$ cat src/rtl/cpu_pkg.sv
// rtl/cpu_pkg.sv - opcode constants shared with instr_decode and the loader state enum
package cpu_pkg;

  localparam logic [4:0] OP_HALT = 5'b11111;

  typedef enum logic [1:0] {
    ST_IDLE,
    ST_LOAD,
    ST_WRITE,
    ST_DONE
  } load_state_t;

  function automatic logic is_halt(input logic [31:0] word);
    return word[31:27] == OP_HALT;
  endfunction

endpackage

$ cat src/rtl/instr_loader_byte_packer.sv
// rtl/instr_loader_byte_packer.sv - packs received bytes MSB first into 32-bit words
// and discards a partial word after TIMEOUT_CYC idle cycles.
module byte_packer #(
  parameter int TIMEOUT_CYC = 5_000_000
) (
  input  logic        clk,
  input  logic        rst_n,
  input  logic        clear,
  input  logic        capture,
  input  logic        count_idle,
  input  logic        rx_valid,
  input  logic [7:0]  rx_data,
  output logic        word_rdy,
  output logic [31:0] word,
  output logic        timeout
);

  localparam int TW = $clog2(TIMEOUT_CYC + 1);
  localparam logic [TW-1:0] T_LAST = TW'(TIMEOUT_CYC - 1);

  logic [31:0]   shift;
  logic [1:0]    byte_cnt;
  logic [TW-1:0] idle_cnt;
  logic          take;
  logic          waiting;

  assign take     = capture && rx_valid;
  assign waiting  = count_idle && !rx_valid && (byte_cnt != 2'd0);
  assign word     = {shift[23:0], rx_data};
  // Word completion only counts while loading; a byte taken during WRITE starts the next word.
  assign word_rdy = take && count_idle && (byte_cnt == 2'd3);
  assign timeout  = waiting && (idle_cnt == T_LAST);

  always_ff @(posedge clk or negedge rst_n) begin
    if (!rst_n) begin
      shift    <= '0;
      byte_cnt <= 2'd0;
      idle_cnt <= '0;
    end else if (clear) begin
      shift    <= '0;
      byte_cnt <= 2'd0;
      idle_cnt <= '0;
    end else if (take) begin
      shift    <= word;
      byte_cnt <= byte_cnt + 2'd1;
      idle_cnt <= '0;
    end else if (timeout) begin
      shift    <= '0;
      byte_cnt <= 2'd0;
      idle_cnt <= '0;
    end else if (waiting) begin
      idle_cnt <= idle_cnt + 1'b1;
    end else begin
      idle_cnt <= '0;
    end
  end

endmodule

$ cat src/rtl/instr_loader.sv
// rtl/instr_loader.sv - boot loader writing received instruction words to consecutive
// instruction-memory addresses while holding the CPU stalled.
module instr_loader
  import cpu_pkg::*;
#(
  parameter int                ADDR_W      = 22,
  parameter logic [ADDR_W-1:0] START_ADDR  = '0,
  parameter int                TIMEOUT_CYC = 5_000_000
) (
  input  logic              clk,
  input  logic              rst_n,
  input  logic              start,
  input  logic              rx_valid,
  input  logic [7:0]        rx_data,
  output logic              imem_we,
  output logic [ADDR_W-1:0] imem_addr,
  output logic [31:0]       imem_wdata,
  output logic              cpu_stall,
  output logic              load_done,
  output logic              load_err,
  output logic [ADDR_W-1:0] word_count
);

  load_state_t       state;
  logic [ADDR_W-1:0] addr;
  logic              word_rdy;
  logic [31:0]       word;
  logic              timeout;
  logic              addr_last;
  logic              end_load;

  assign addr_last = &addr;
  // Ending in WRITE also flushes the byte that may have been captured in that cycle.
  assign end_load  = (state == ST_WRITE) && (is_halt(imem_wdata) || addr_last);

  byte_packer #(
    .TIMEOUT_CYC(TIMEOUT_CYC)
  ) u_packer (
    .clk       (clk),
    .rst_n     (rst_n),
    .clear     (((state == ST_IDLE) && start) || end_load),
    .capture   ((state == ST_LOAD) || (state == ST_WRITE)),
    .count_idle(state == ST_LOAD),
    .rx_valid  (rx_valid),
    .rx_data   (rx_data),
    .word_rdy  (word_rdy),
    .word      (word),
    .timeout   (timeout)
  );

  always_ff @(posedge clk or negedge rst_n) begin
    if (!rst_n) begin
      state      <= ST_IDLE;
      addr       <= '0;
      imem_we    <= 1'b0;
      imem_addr  <= '0;
      imem_wdata <= '0;
      cpu_stall  <= 1'b0;
      load_done  <= 1'b0;
      load_err   <= 1'b0;
      word_count <= '0;
    end else begin
      case (state)
        ST_IDLE: begin
          if (start) begin
            state      <= ST_LOAD;
            cpu_stall  <= 1'b1;
            addr       <= START_ADDR;
            word_count <= '0;
            load_err   <= 1'b0;
          end
        end
        ST_LOAD: begin
          if (timeout) load_err <= 1'b1;
          if (word_rdy) begin
            state      <= ST_WRITE;
            imem_we    <= 1'b1;
            imem_addr  <= addr;
            imem_wdata <= word;
          end
        end
        ST_WRITE: begin
          imem_we    <= 1'b0;
          word_count <= word_count + 1'b1;
          if (addr_last) begin
            // Top of the address space: stop rather than wrap onto the start of memory.
            load_err  <= 1'b1;
            load_done <= 1'b1;
            state     <= ST_DONE;
          end else begin
            addr <= addr + 1'b1;
            if (is_halt(imem_wdata)) begin
              load_done <= 1'b1;
              state     <= ST_DONE;
            end else begin
              state <= ST_LOAD;
            end
          end
        end
        ST_DONE: begin
          load_done <= 1'b0;
          cpu_stall <= 1'b0;
          state     <= ST_IDLE;
        end
        default: state <= ST_IDLE;
      endcase
    end
  end

endmodule
$ cat config.mk
export PLATFORM = sky130hd
export DESIGN_NAME = instr_loader
export DESIGN_NICKNAME = d
export VERILOG_FILES = /design/src/rtl/cpu_pkg.sv /design/src/rtl/instr_loader_byte_packer.sv /design/src/rtl/instr_loader.sv
export SDC_FILE = /design/constraint.sdc
export NUM_CORES = 1
export LEC_CHECK = 0
export ABC_AREA = 1
export ABC_CLOCK_PERIOD_IN_PS = 2600
export BUFFER_PORTS_ARGS = -buffer_cell sky130_fd_sc_hd__buf_2
export CAP_MARGIN = 20
export CORE_MARGIN = 1
export CORE_UTILIZATION = 59
export CTS_CLUSTER_SIZE = 28
export DETAILED_ROUTE_END_ITERATION = 12
export PLACE_DENSITY = 0.89
export SKIP_CTS_REPAIR_TIMING = 1
export SLEW_MARGIN = 15
export SYNTH_ARGS = -nofsm -noshare
export SYNTH_HDL_FRONTEND = slang
export SYNTH_SLANG_ARGS = --single-unit
$ cat constraint.sdc
create_clock -name clk -period 2.6 [get_ports clk]
set_input_delay 0.26 -clock clk [delete_from_list [all_inputs] [get_ports clk]]
set_output_delay 0.26 -clock clk [all_outputs]
set_load 0.05 [all_outputs]
==> impl_metrics.tcl <==
set metrics [dict create \
    fmax_mhz 445.0 \
    synth_seq_cells 153 \
    tightest_slew_ps 561.2 \
    final_area_um2 8986 \
    tritoncts_num_sinks 153 \
    power_density_nw_per_um2 862.4 \
    end_kind "flip-flop" \
    drtIter0Drc 652 \
    core-area_um2 12720 \
    synth_edf_count 0 \
    syn_avg_cell_area_um2 7.678 \
    postRouteWirelength_um 18850 \
    routed_via_density 5.525 \
    syn-instance-count 1012 \
    hp-start "rx_data[4]" \
    synth_cell_types 32 \
    mappedNetlistNets 1034 \
    chipHeight_um 116.8 \
    hold_class "in2reg" \
    rsz0062_at_grt "no" \
    ant_nets 0 \
    r2r_setup_slack_ps 350 \
    crit_slowest_cell "dfrtp_1" \
    placed_area_um2 8373 \
    grt_pass1_vias 6533 \
    yosysSeqAreaShare_pct 49.28 \
    reg2reg_from "state[0]" \
    async_reset_ff_share_pct 100.0 \
    port-buffer-count 91 \
    clk_latency_ps 430 \
    cp_slowest_stage_delay_ps 400 \
    peakVddDrop_v 0.0006782 \
    place_hpwl_um 13050 \
    dieArea_um2 13630 \
    multi_input_area_um2 3426 \
    vias 7105 \
    min_period_over_period_pct 86.42 \
    syn_area_um2 7770 \
    setup_viol 0 \
    drive_above_1_share_pct 14.20 \
    antenna_found_initial 1 \
    worstReg2RegEnd "word_count[16]" \
    r2r_cells 11 \
    grt_pass1_wl_um 30870 \
    syn2layout_area_growth_pct 15.65 \
    cp_num_buf_inv 2 \
    relSlewSlack_pct 62.59 \
    cts_tree "built" \
    place_congestion 0.9545 \
    p_leak_uw 0.004569 \
    dr.pass1.iters 5 \
    crit_chain "inv_1 > ha_1 > inv_1 > nand2_1 > nand2_1 > nand2_1 > nor2_1 > nand2_1 > o21ai_0 > nand2_1 > nor2_1" \
    final_nets 1122 \
    track_usage_pct 29.47 \
    pin_count 92 \
    ys.warnings.count 0 \
    skew_ps 6.394 \
    cp_common_cell "nand2_1" \
    grt_max_degree 63 \
    layout_common_cells "nand2_1 (355), dfrtp_1 (153), nor2_1 (110), buf_2 (90), inv_1 (79)" \
    numCtsBuffers 17 \
    fin_crit_ps 2247 \
    cp.required_ps 2950 \
    status "completed" \
    synthFlopType "dfrtp_1" \
    start_util_pct 61.07 \
    drv_slew 0 \
    drc 0 \
    hold_path_depth 3 \
    worstSetupStartpointType "flip-flop" \
    final-hold-violation-count 0 \
    cp_top_family "simple AND/OR/NAND/NOR gates" \
    clk_pin_slew_ps 60 \
    seqCellArea_um2 3829 \
    crit_path_max_fanout 14 \
    fill_cells 1005 \
    clock_path_buffers 2 \
    critical_path_class "reg2reg" \
    die_x_um 116.8 \
    layout_commonest_cell "nand2_1" \
    htreeDepth 4 \
    num_rows 41 \
    finalSetupTns_ps 0 \
    cts-root-buf "clkbuf_16" \
    cp.arrival_ps 2600 \
    worstHoldEndpoint "imem_wdata[4]" \
    grt-ovfl-total 0 \
    avgRoutedWirePerCell_um 14.65 \
    cap_viol_max_count 0 \
]
[sequential cells by signal (all words and copies together) (netlist names)]
register           cells
addr                  22
cpu_stall              1
imem_addr             22
imem_wdata            32
imem_we                1
load_done              1
load_err               1
state                  2
u_packer.byte_cnt      2
u_packer.idle_cnt     23
u_packer.shift        24
word_count            22
[layer usage]
| layer | wire length (µm) | global-route usage, % | up-vias | share of wire [%] |
|---|---|---|---|---|
| met3 | 973 | 5.449 | 32 | 5.2 |
| met5 | 0 | 0 | - | 0 |
| met1 | 8337 | 38.81 | 3344 | 44 |
| met4 | 308 | 11.73 | 0 | 1.6 |
| li1 | - | - | 3476 | - |
| met2 | 9226 | 48.40 | 253 | 49 |
[layout make-up]
cell class	count	share of cell area, %
Timing Repair Buffer	107	6.781
Sequential cell	153	42.61
Inverter	81	3.383
Multi-Input combinational cell	740	38.12
Tap cell	172	2.395
Clock inverter	14	1.908
Clock buffer	18	4.776
Antenna cell	1	0.02785
[worst min-delay path, cell delays in order]
cell	delay, ps
buf_2	100
nand2_1	50
nand2_1	50
[power by group]
part           internal [µW]  switching (µW)  total (µW)
clock                   1510             997        2510
combinational            522            1700        2220
sequential              2750             274        3020
[through the flow]
stage / setup slack, ps / util (%) / power (µW) / hold slack [ps] / cells
2_1_floorplan: 718.7 / - / 4684 / -35.59 / 1012
3_3_place_gp: 473.4 / 65.81 / 5163 / 271.6 / 1252
3_5_place_dp: 390.8 / 65.81 / 5230 / 278.3 / 1252
4_1_cts: 380.2 / 70.54 / 7757 / -170.5 / 1284
5_1_grt: 47.68 / 70.63 / 8126 / 56.10 / 1286
6_report: 353.0 / 70.63 / 7750 / 63.82 / 1286
[worst max-delay path by stage]
stage                  start                    end  slack [ps]  cells past startpoint
2_1_floorplan  word_count[1]         word_count[16]         720                      9
3_3_place_gp         addr[0]  u_packer.idle_cnt[11]         470                     10
3_5_place_dp         addr[0]  u_packer.idle_cnt[17]         390                     10
4_1_cts              addr[0]  u_packer.idle_cnt[17]         380                     10
5_1_grt             state[0]         word_count[19]          50                     11
6_report            state[0]         word_count[16]         350                     11
[cells in the mapped netlist (all sizes together), types with 6 or more instances]
cell	n	share of area [%]
nand3	64	4.1
ha	10	1.6
xor2	8	0.90
nand2	363	18
clkbuf	20	0.97
buf	18	1.8
inv	80	3.9
nand4	72	5.8
a21oi	12	0.82
nor2	114	5.8
o21ai	53	3.4
dfrtp	153	49
or2	6	0.48
nor3	20	1.3
o21bai	6	0.58
[cell families after synthesis]
group | share of synthesized area, %
AOI/OAI and AO/OA | 5.572
xor gates and xnor gates | 1.015
adders and majority gates | 1.610
buffers and inverters | 6.699
DFF | 49.28
and+or+nand+nor | 35.83
Note: power is estimated with default switching activity, not from simulation.
